File: config.mk
export PLATFORM = sky130hd
export DESIGN_NAME = ac_ph_avg
export DESIGN_NICKNAME = d
export VERILOG_FILES = /design/src/rtl/ac_ph_avg.sv
export SDC_FILE = /design/constraint.sdc
export NUM_CORES = 1
export LEC_CHECK = 0
export BUFFER_PORTS_ARGS = -buffer_cell sky130_fd_sc_hd__buf_4
export CORE_MARGIN = 4
export CORE_UTILIZATION = 45
export DETAILED_ROUTE_END_ITERATION = 8
export PLACE_DENSITY = 0.74
export REMOVE_ABC_BUFFERS = 1
export SYNTH_ARGS = -nofsm -noshare
export SYNTH_HDL_FRONTEND = slang
export SYNTH_SLANG_ARGS = --single-unit
File: constraint.sdc
create_clock -name clk -period 5.2 [get_ports clk]
set_clock_uncertainty 0.2 [all_clocks]
set_input_delay 1.04 -clock clk [delete_from_list [all_inputs] [get_ports clk]]
set_output_delay 1.04 -clock clk [all_outputs]
set_load 0.005 [all_outputs]
File: src/rtl/ac_ph_avg.sv
// Block averager for {amplitude, phase} frame results: plain mean of ac, wrap-safe circular mean of ph.
// Define AC_PH_AVG_ROUND_EN for round-half-up outputs; otherwise results truncate (phase floors).
`timescale 1ns/1ps
module ac_ph_avg #(
    parameter int LOG2_N = 2,
    parameter int PH_PI  = 1073741824
) (
    input  logic                 clk,
    input  logic                 rstn,
    input  logic                 i_vld,
    input  logic [31:0]          ac,
    input  logic signed [31:0]   ph,
    input  logic                 i_clear,
    output logic [31:0]          o_ac,
    output logic signed [31:0]   o_ph,
    output logic                 o_vld,
    output logic [LOG2_N:0]      o_cnt
);

    localparam int CNT_W = LOG2_N + 1;
    localparam int N     = 1 << LOG2_N;
    localparam int AC_W  = 32 + LOG2_N;
    localparam int D_W   = 33 + LOG2_N;
    localparam logic [CNT_W-1:0] LAST = CNT_W'(N - 1);
`ifdef AC_PH_AVG_ROUND_EN
    localparam int RND = N >> 1;
`else
    localparam int RND = 0;
`endif
    localparam logic signed [33:0] PI34     = 34'(PH_PI);
    localparam logic signed [33:0] TWO_PI34 = 34'(2 * longint'(PH_PI));

    function automatic logic signed [33:0] wrap(input logic signed [33:0] x);
        if (x > PI34)
            return x - TWO_PI34;
        else if (x <= -PI34)
            return x + TWO_PI34;
        return x;
    endfunction

    // Stage A: per-sample phase offset from the block's first sample
    logic                    a_vld_reg;
    logic [31:0]             a_ac_reg;
    logic signed [33:0]      a_d_reg;
    logic signed [31:0]      ph_ref_reg;
    logic [CNT_W-1:0]        a_cnt_reg;
    logic [CNT_W-1:0]        a_cnt_cur;
    logic [CNT_W-1:0]        a_cnt_next;
    logic signed [33:0]      ph_ext;
    logic signed [33:0]      ph_w;
    logic signed [33:0]      ref_ext;
    logic signed [33:0]      d_w;

    // Stage A keeps its own count so back-to-back samples see the block start before o_cnt catches up
    assign a_cnt_cur  = i_clear ? '0 : a_cnt_reg;
    assign a_cnt_next = (a_cnt_cur == LAST) ? '0 : a_cnt_cur + 1'b1;
    assign ph_ext     = ph;
    assign ph_w       = wrap(ph_ext);
    assign ref_ext    = ph_ref_reg;
    assign d_w        = wrap(ph_w - ref_ext);

    always_ff @(posedge clk or negedge rstn) begin
        if (!rstn) begin
            a_vld_reg  <= 1'b0;
            a_ac_reg   <= '0;
            a_d_reg    <= '0;
            ph_ref_reg <= '0;
            a_cnt_reg  <= '0;
        end else begin
            a_vld_reg <= i_vld;
            a_cnt_reg <= i_vld ? a_cnt_next : a_cnt_cur;
            if (i_vld) begin
                a_ac_reg <= ac;
                if (a_cnt_cur == '0) begin
                    ph_ref_reg <= 32'(ph_w);
                    a_d_reg    <= '0;
                end else begin
                    a_d_reg <= d_w;
                end
            end
        end
    end

    // Stage B: accumulate, hand the full block to the output stage
    logic [AC_W-1:0]         sum_ac_reg;
    logic [AC_W-1:0]         hold_ac_reg;
    logic [AC_W-1:0]         sum_ac_next;
    logic signed [D_W-1:0]   sum_d_reg;
    logic signed [D_W-1:0]   hold_d_reg;
    logic signed [D_W-1:0]   sum_d_next;
    logic signed [D_W-1:0]   a_d_ext;
    logic signed [31:0]      hold_ref_reg;
    logic                    hold_vld_reg;

    assign a_d_ext     = D_W'(a_d_reg);
    assign sum_ac_next = sum_ac_reg + AC_W'(a_ac_reg);
    assign sum_d_next  = sum_d_reg + a_d_ext;

    always_ff @(posedge clk or negedge rstn) begin
        if (!rstn) begin
            sum_ac_reg   <= '0;
            sum_d_reg    <= '0;
            hold_ac_reg  <= '0;
            hold_d_reg   <= '0;
            hold_ref_reg <= '0;
            hold_vld_reg <= 1'b0;
            o_cnt        <= '0;
        end else begin
            hold_vld_reg <= 1'b0;
            if (i_clear) begin
                sum_ac_reg <= '0;
                sum_d_reg  <= '0;
                o_cnt      <= '0;
            end else if (a_vld_reg) begin
                if (o_cnt == LAST) begin
                    hold_ac_reg  <= sum_ac_next;
                    hold_d_reg   <= sum_d_next;
                    hold_ref_reg <= ph_ref_reg;
                    hold_vld_reg <= 1'b1;
                    sum_ac_reg   <= '0;
                    sum_d_reg    <= '0;
                    o_cnt        <= '0;
                end else begin
                    sum_ac_reg <= sum_ac_next;
                    sum_d_reg  <= sum_d_next;
                    o_cnt      <= o_cnt + 1'b1;
                end
            end
        end
    end

    // Stage C: divide by N, then re-centre the mean offset on the reference phase
    logic                    c_vld_reg;
    logic [31:0]             c_ac_reg;
    logic signed [33:0]      c_mean_reg;
    logic signed [33:0]      c_ref_reg;
    logic signed [D_W-1:0]   rnd_d;

    assign rnd_d = D_W'(RND);

    always_ff @(posedge clk or negedge rstn) begin
        if (!rstn) begin
            c_vld_reg  <= 1'b0;
            c_ac_reg   <= '0;
            c_mean_reg <= '0;
            c_ref_reg  <= '0;
            o_vld      <= 1'b0;
            o_ac       <= '0;
            o_ph       <= '0;
        end else begin
            c_vld_reg <= hold_vld_reg;
            if (hold_vld_reg) begin
                c_ac_reg   <= 32'(({1'b0, hold_ac_reg} + (AC_W + 1)'(RND)) >> LOG2_N);
                c_mean_reg <= 34'((hold_d_reg + rnd_d) >>> LOG2_N);
                c_ref_reg  <= hold_ref_reg;
            end
            o_vld <= c_vld_reg;
            if (c_vld_reg) begin
                o_ac <= c_ac_reg;
                o_ph <= 32'(wrap(c_ref_reg + c_mean_reg));
            end
        end
    end

endmodule

* Yosys cells after proc, flatten, opt, wreduce, memory -nomap -nowiden *
Index checks and enable logic that the tools add are counted.

storage, ports and cells
  bits in registers = 439
  output and inout bits = 68
  word-level logic and storage cells = 76

cells by class
  add/subtract/negate cells = 12
  $lt $le $gt $ge = 6
  equality and inequality tests = 2
  multiplexer cells = 32
  bitwise gates (word level) = 1
  reduce and logical (&&, ||, !) cells = 4

operators with widths
  operator                                                                             number
  34-bit 2-to-1 mux                                                                    10
  35-bit 2-to-1 mux                                                                    3
  32-bit 2-to-1 mux                                                                    3
  34-bit by 32-bit > comparator with 1-bit output (second input constant)              2
  34-bit by 31-bit less-or-equal comparator with 1-bit output (second input constant)  2
  35-bit by 34-bit adder with 35-bit output                                            1
  32-bit by 33-bit adder with 34-bit output                                            1
  32-bit by 33-bit adder with 34-bit output (second input constant)                    1
  34-bit by 32-bit adder with 34-bit output                                            1
  34-bit by 33-bit adder with 34-bit output (second input constant)                    1
  32-bit by 33-bit subtractor with 34-bit output (second input constant)               1
  34-bit by 32-bit subtractor with 34-bit output                                       1
  34-bit by 33-bit subtractor with 34-bit output (second input constant)               1
  32-bit adder (second input constant)                                                 1
  32-bit > comparator (second input constant)                                          1
  32-bit by 31-bit less-or-equal comparator with 1-bit output (second input constant)  1
  32-bit subtractor (second input constant)                                            1
  3-bit 2-to-1 mux                                                                     6
  1-bit 2-to-1 mux                                                                     10
  3-bit by 1-bit adder with 3-bit output (second input constant)                       2
  3-bit by 2-bit == test with 1-bit output (second input constant)                     2
  3-bit zero test                                                                      1
  3-bit AND reduction                                                                  1
  2-bit AND reduction                                                                  1
  other kinds (2)                                                                      2

* Logic depth before layout (Yosys ltp) *
Gate-level depths: netlist of run 1.

  depth in word-level cells = 10
  depth in mapped cells = 17
  depth with buffers taken out = 17

* Worst setup path after synthesis of run 1 *
No wires, ideal clock.

  kind = input -> register
  start = input ph[0]
  end = register a_d_reg[32]
  library setup time = 0.126 ns
  arrival = 4.434 ns
  required time = 4.874 ns
  slack = 0.440 ns
  stages on the path = 16
  path buffers = 0
  path through = inv_1 ha_1 fa_1 nand2b_1 a21o_1 a21boi_0 nor2_1 a21oi_1 xor2_1 or4_1 nor4_1 nand4_1 a21oi_1 a21oi_1 fa_1 a311o_1

on the way
  word-level cells in the longest chain between the ends = 10
  elaborated cells on any way between the ends = 20
  classes of those cells = add/sub (5); order compare (4); mux (11)

ends and longest elaborated chain
  what                                                                                                                             line    RTL
  start, declared                                                                                                                  12      input logic signed [31:0] ph,
  32-bit by 33-bit adder with 34-bit output / 32-bit by 31-bit less-or-equal comparator with 1-bit output (equally long branches)  37, 36
  34-bit 2-to-1 mux / 1-bit 2-to-1 mux (equally long branches)                                                                     36      else if (x <= -PI34)
  34-bit 2-to-1 mux / 1-bit 2-to-1 mux (equally long branches)                                                                     34      if (x > PI34)
  34-bit 2-to-1 mux (*)                                                                                                            38      return x;
  34-bit by 32-bit subtractor with 34-bit output (*)                                                                               60      assign d_w = wrap(ph_w - ref_ext);
  34-bit by 33-bit adder with 34-bit output / 34-bit by 31-bit less-or-equal comparator with 1-bit output (equally long branches)  37, 36
  34-bit 2-to-1 mux / 1-bit 2-to-1 mux (equally long branches)                                                                     36
  34-bit 2-to-1 mux / 1-bit 2-to-1 mux (equally long branches)                                                                     34
  34-bit 2-to-1 mux (*)                                                                                                            38
  34-bit 2-to-1 mux (*)                                                                                                            74      if (a_cnt_cur == '0) begin
  end signal, assigned                                                                                                             78      a_d_reg <= d_w;
  end, declared                                                                                                                    44      logic signed [33:0] a_d_reg;

Every way passes the cells marked *; elsewhere a longest branch is shown, timed or not. The select of a mux whose other input is x is not followed.
A chain may end at the register's enable or synchronous reset.

* Worst setup path in the final report of run 1 *
  start = register c_mean_reg[0]
  end = register o_ph[31]

on the way
  word-level cells in the longest chain between the ends = 6
  elaborated cells on any way between the ends = 11
  classes of those cells = add/sub (3); order compare (2); mux (6)

ends and longest elaborated chain
  what                                                         line  RTL
  start, declared                                              135   logic signed [33:0] c_mean_reg;
  start signal, assigned                                       154   c_mean_reg <= 34'((hold_d_reg + rnd_d) >>> LOG2_N);
  32-bit by 33-bit adder with 34-bit output (*)                160   o_ph <= 32'(wrap(c_ref_reg + c_mean_reg));
  34-bit by 31-bit less-or-equal comparator with 1-bit output  36
  1-bit 2-to-1 mux                                             36
  1-bit 2-to-1 mux                                             34
  1-bit 2-to-1 mux                                             158   if (c_vld_reg) begin
  32-bit 2-to-1 mux (*)                                        38
  end signal, assigned                                         160
  end, declared                                                15    output logic signed [31:0] o_ph,

Marked as above.

==> flow_summary.ini, run 1 <==
[run_status]
outcome = finished, final reports clean

[finish]
nNetsFinal = 2454
syn_to_final_growth_pct = 17.30
fillers = 4301
multi_input_area_um2 = 11300
diodes = 0
layout-drive-gt1-share = 0.2489
seq_area_um2 = 10890
largest_reg_flops = 35

[setup_path]
start_kind = register
endpoint_kind = register
startpoint = c_mean_reg[0]
arrival_ps = 5180
rrSetupSlack_ps = 250
ff2ff_path_depth = 14
r2r_start = c_mean_reg[0]
reg2reg_to = o_ph[31]
cp.required_ps = 5420
worstPathMaxFanout = 4
crit_type = register to register
setup.worst_path.end = o_ph[31]

[flow_run]
max-cap-violations = 0

[yosys]
yosys_warnings = 0
synthMuxAreaShare = 0.1255
ys_ff_latch = 435
synth_common_cells = dfrtp_1, mux2_2, nand2_1, ha_1, o21ai_0
avgSynthCellArea_um2 = 11.05
yosysMostFrequentCell = dfrtp_1
synth-edff-count = 0
yosys.area_share.adder = 0.07863
seq_area_frac_synth = 0.4784
synthFlopType = dfrtp_1
yosysTopAreaCell = dfrtp_1
netlist_instances = 2060
synth_cell_types = 73
yosys.area_share.simple = 0.09034
synth_area_leaders = dfrtp_1, mux2_2, ha_1
async_flop_share = 1.000
synth_compound_area_frac = 0.1570
synth_top_family_by_area = compound AO/OA/AOI/OAI gates
synth_xor_area_frac = 0.04465
synth_top_area_share = 0.4784
synth_area_um2 = 22760

[timing]
period_share = 0.9522
rsz0062_at_grt = no
fin_setup_tns_ps = 0
tightestPinTransition_ps = 1054
min_period_ps = 4952
fmax_ghz = 0.2020
setup_viol = 0
finalHoldViolCount = 0
slew_headroom = 0.2971
slew_violations = 0
fin_ws_ps = 248.4

[global_route]
grt_max_degree = 106
grt_overflow = 0
grt_antenna_before_repair = 0
grt_pass1_vias = 16598
use_met2 = 0.3264
grt_busiest_layer = met2
grt_use_met3 = 0.03048
grt_util_met1 = 0.2712
grt_usage = 0.1977
grt_pass1_wl_um = 87050

[clock_network]
postCtsSetupBuffers = 0
cts_sinks = 435
numCtsBuffers = 49
cts_max_level = 2
root_buffer = clkbuf_16
cts_buffer_depth = 3
clk_pin_slew_ps = 60
cts_tree = built
clk_latency_ps = 580

[floorplan]
fp.dieH_um = 232.9
rows = 82
start_util = 0.4545
die_x_um = 232.9
core_um2 = 50070
pin_count = 136
die_area_um2 = 54230

[place]
hpwl_um = 38750
place.gp.congestion = 0.8893
dp_worst_setup_slack_ps = -182.4
io_buffers = 134

[power]
p_leak_nw = 13.13
p_per_area_nw_per_um2 = 417.1
ir_drop_uv = 297.0

[min_path]
min-delay-start = hold_ac_reg[16]
hp-class = register to register

[detailed_routing]
viasPerCell = 5.588
ant_nets = 0
routed_wl_um = 53890
via_count = 16529
drt-initial-drc-count = 880
route.detailed.drc = 0
firstDrtPassIters = 6
wl_per_cell_um = 18.22
-- what timing repair did --
item | CTS | global route
gates resized for setup | 0 | 1
setup endpoints to repair | 0 | 1
hold buffers | 0 | 0
-- worst min path at each step --
| stage | to | slack, ps | cells after the start |
|---|---|---|---|
| final | hold_ac_reg[16] | 270 | 2 |
| after global routing | hold_ac_reg[25] | 280 | 2 |
| after CTS | hold_ac_reg[25] | 270 | 2 |
| after detailed placement | hold_ac_reg[16] | 260 | 2 |
| after global placement | hold_ac_reg[10] | 250 | 2 |
| after floorplan | hold_ac_reg[18] | 240 | 2 |
-- through the flow --
step	instances	utilization	hold slack [ps]	area (um^2)	power, mW
5_1_grt	2958	0.5331	283.2	26690	11.79
3_3_place_gp	2867	0.4989	253.4	24980	7.401
6_report	2958	0.5331	268.1	26690	11.13
2_1_floorplan	1981	-	240.1	22460	6.387
4_1_cts	2958	0.5330	273.3	26690	11.22
3_5_place_dp	2867	0.4989	258.3	24980	7.523
-- layout by cell type (no fill, tap or decap), drive strengths merged, types with 11 or more instances in the layout --
cell and n:
clkbuf 57, nand4 17, nor2b 13, o21a 15, clkinv 12, nor3 23, nand2b 22, buf 214
and3 17, inv 84, a31oi 16, ha 135, nand3 25, dfrtp 435, a21o 50, a22o 74
nor4 11, o2bb2ai 22, mux2 250, a211oi 18, a21oi 110, o31ai 11, o211ai 12, xnor2 78
o21bai 15, xor2 38, a21boi 11, nand2 175, o21ai 120, nor2 87
-- routing by layer --
metal  part of all wire  routed length (um)  vias up
li1                   -                   -     7921
met1               0.46               25040     8133
met2               0.46               24940      374
met3              0.042                2274      101
met4              0.030                1627        0
met5                  0                   0        -
-- logic make-up (layout without fill, tap and decap cells) --
family / Yosys count / in the layout
AO/OA/AOI/OAI: 528 / 528
XOR/XNOR: 116 / 116
adder cells (fa/ha/maj): 140 / 140
buffers and inverters: 155 / 381
flip-flops: 435 / 435
multiplexers: 254 / 254
AND/OR/NAND/NOR: 432 / 432
-- cell type report --
cell class / instances / area share
Sequential cell: 435 / 0.4080
Timing Repair Buffer: 214 / 0.06234
Multi-Input combinational cell: 1470 / 0.4235
Inverter: 76 / 0.01069
Clock inverter: 34 / 0.01430
Tap cell: 672 / 0.03150
Clock buffer: 57 / 0.04969
-- power breakdown --
group,total [mW],internal [mW],switching (mW)
logic,3.13,1.46,1.67
registers,4.37,3.97,0.409
clock network,3.63,2.15,1.48
total,11.1,7.57,3.56
-- critical path, cell delays in order (launching register included) --
cell       delay, ps
dfrtp_1          360
ha_1             190
inv_1             70
fa_1             410
nand2b_1         190
a21oi_1          290
o2111ai_1        280
a31oi_2          320
a41oi_1          260
xnor2_1          230
or4_1            590
or4b_1           530
or4_1            520
o41ai_1          260
a31oi_1          120
Note: power is estimated with default switching activity, not from simulation.
==> run 2, diff against run 1 <==
Settings changed: BUFFER_PORTS_ARGS -buffer_cell sky130_fd_sc_hd__buf_4 to default, DONT_BUFFER_PORTS from default to 1, PLACE_DENSITY 0.74 to 0.72, SKIP_LAST_GASP from default to 1.
==> flow_summary.ini, run 2 (same netlist as run 1, synthesis figures left out) <==
[run_status]
outcome = finished, violations left
violations = hold timing

[setup_path]
worstPathMaxFanout = 4
cp.required_ps = 5440
ff2ff_path_depth = 14
crit_slowest_cell = or4_1
crit_type = register to register
rrSetupSlack_ps = 210
arrival_ps = 5230
start_kind = register
max_stage_delay_ps = 600
path_cells = ha_1 > inv_1 > fa_1 > nand2b_1 > a21oi_1 > o2111ai_1 > a31oi_1 > a41oi_1 > xnor2_1 > or4_1 > or4b_1 > or4_1 > o41ai_1 > a31oi_1
reg2reg_to = o_ph[31]
r2r_start = c_ref_reg[0]
endpoint_kind = register

[finish]
diodes = 0
syn_to_final_growth_pct = 10.88
layout_common_cells = dfrtp_1, mux2_2, nand2_1, ha_1, o21ai_0
largest_reg_flops = 35
layout-drive-gt1-share = 0.1812
fillers = 4458
mostFrequentLayoutCell = dfrtp_1
nNetsFinal = 2274

[timing]
finalHoldViolCount = 109
min_period_ps = 4989
fin_ws_ps = 210.7
holdWs_ps = -30.38
period_share = 0.9595
slew_headroom = 0.1342
slew_violations = 0
fmax_ghz = 0.2004
rsz0062_at_grt = no
setup_viol = 0
tightestPinTransition_ps = 1296

[floorplan]
die_area_um2 = 54230
pin_count = 136
die_x_um = 232.9
rows = 82
core_um2 = 50070
start_util = 0.4545
fp.dieH_um = 232.9

[detailed_routing]
wl_per_cell_um = 19.02
ant_nets = 0
via_count = 15857
firstDrtPassIters = 5
drt-initial-drc-count = 972
route.detailed.drc = 0
routed_wl_um = 52770
viasPerCell = 5.714

[global_route]
grt_usage = 0.1956
grt_max_degree = 436
grt_pass1_vias = 16186
grt_overflow = 0
grt_pass1_wl_um = 86190
grt_antenna_before_repair = 0

[clock_network]
postCtsSetupBuffers = 0
cts_buffer_depth = 3
cts_resized = 0
clk_pin_slew_ps = 60
cts_max_level = 2
clk_latency_ps = 590
numCtsBuffers = 48
cts_tree = built
cts_sinks = 435
root_buffer = clkbuf_16

[flow_run]
max-cap-violations = 0

[min_path]
hp-class = input port to async pin

[power]
ir_drop_uv = 237.3
p_leak_nw = 12.19
power_mw = 10.68
p_per_area_nw_per_um2 = 423.1

[place]
hpwl_um = 37610
dp_worst_setup_slack_ps = -25.06
io_buffers = 0
place.gp.congestion = 0.8786
[run 2: cell types whose count changed in the layout (fill, tap and decap cells not counted), moves of 2 or more]
cell | previous run | this run
buf_12 | 4 | 1
clkinv_4 | 3 | 1
inv_6 | 8 | 2
bufinv_16 | 6 | 4
clkbuf_1 | 1 | 6
buf_4 | 209 | 34
[run 2: power by group]
part           internal (mW)  switching (mW)  leakage (nW)
registers               3.97           0.440          5.69
logic                   1.27            1.52          5.71
clock network           2.06            1.42         0.789
total                   7.30            3.37          12.2
[run 2: final cells by class]
| type | instances | area (um^2) | area share |
|---|---|---|---|
| Clock inverter | 24 | 266.5 | 0.01056 |
| Multi-Input combinational cell | 1470 | 11300 | 0.4480 |
| Clock buffer | 63 | 1370 | 0.05430 |
| Timing Repair Buffer | 35 | 275.3 | 0.01091 |
| Sequential cell | 435 | 10890 | 0.4316 |
| Inverter | 76 | 285.3 | 0.01131 |
| Tap cell | 672 | 840.8 | 0.03332 |
[run 2: critical path, delay by kind of cell (launching register included)]
kind	cells	cell delay (ps)
AOI/OAI and AO/OA	6	1600
xor gates and xnor gates	1	220
adders and majority gates	2	580
buffers and inverters	1	60
DFF	1	350
and+or+nand+nor	4	1810
[run 2: per-stage QoR]
stage	instance area (um^2)	std cells	util	setup TNS, ps
6_report	25230	2775	0.5039	0
4_1_cts	25230	2775	0.5039	0
5_1_grt	25230	2775	0.5039	0
2_1_floorplan	22460	1981	-	0
3_5_place_dp	23600	2688	0.4713	-25.06
3_3_place_gp	23600	2688	0.4713	-15.64
[run 2: per-layer routing]
metal | up-vias | wire [um] | track usage
met1 | 7825 | 23420 | 0.2567
met5 | - | 0 | 0
met4 | 0 | 1637 | 0.06500
met3 | 114 | 2744 | 0.03905
met2 | 366 | 24970 | 0.3258
li1 | 7552 | - | -
[run 2: worst max-delay path by stage]
stage	endpoint	slack (ps)	from	cells after the start
floorplan	a_d_reg[32]	440	ph[0]	16
global placement	a_d_reg[32]	-20	ph[0]	18
detailed placement	a_d_reg[32]	-30	ph[0]	18
CTS	o_ph[31]	260	c_ref_reg[0]	14
global route	o_ph[31]	5	c_ref_reg[0]	14
finish	o_ph[31]	210	c_ref_reg[0]	14
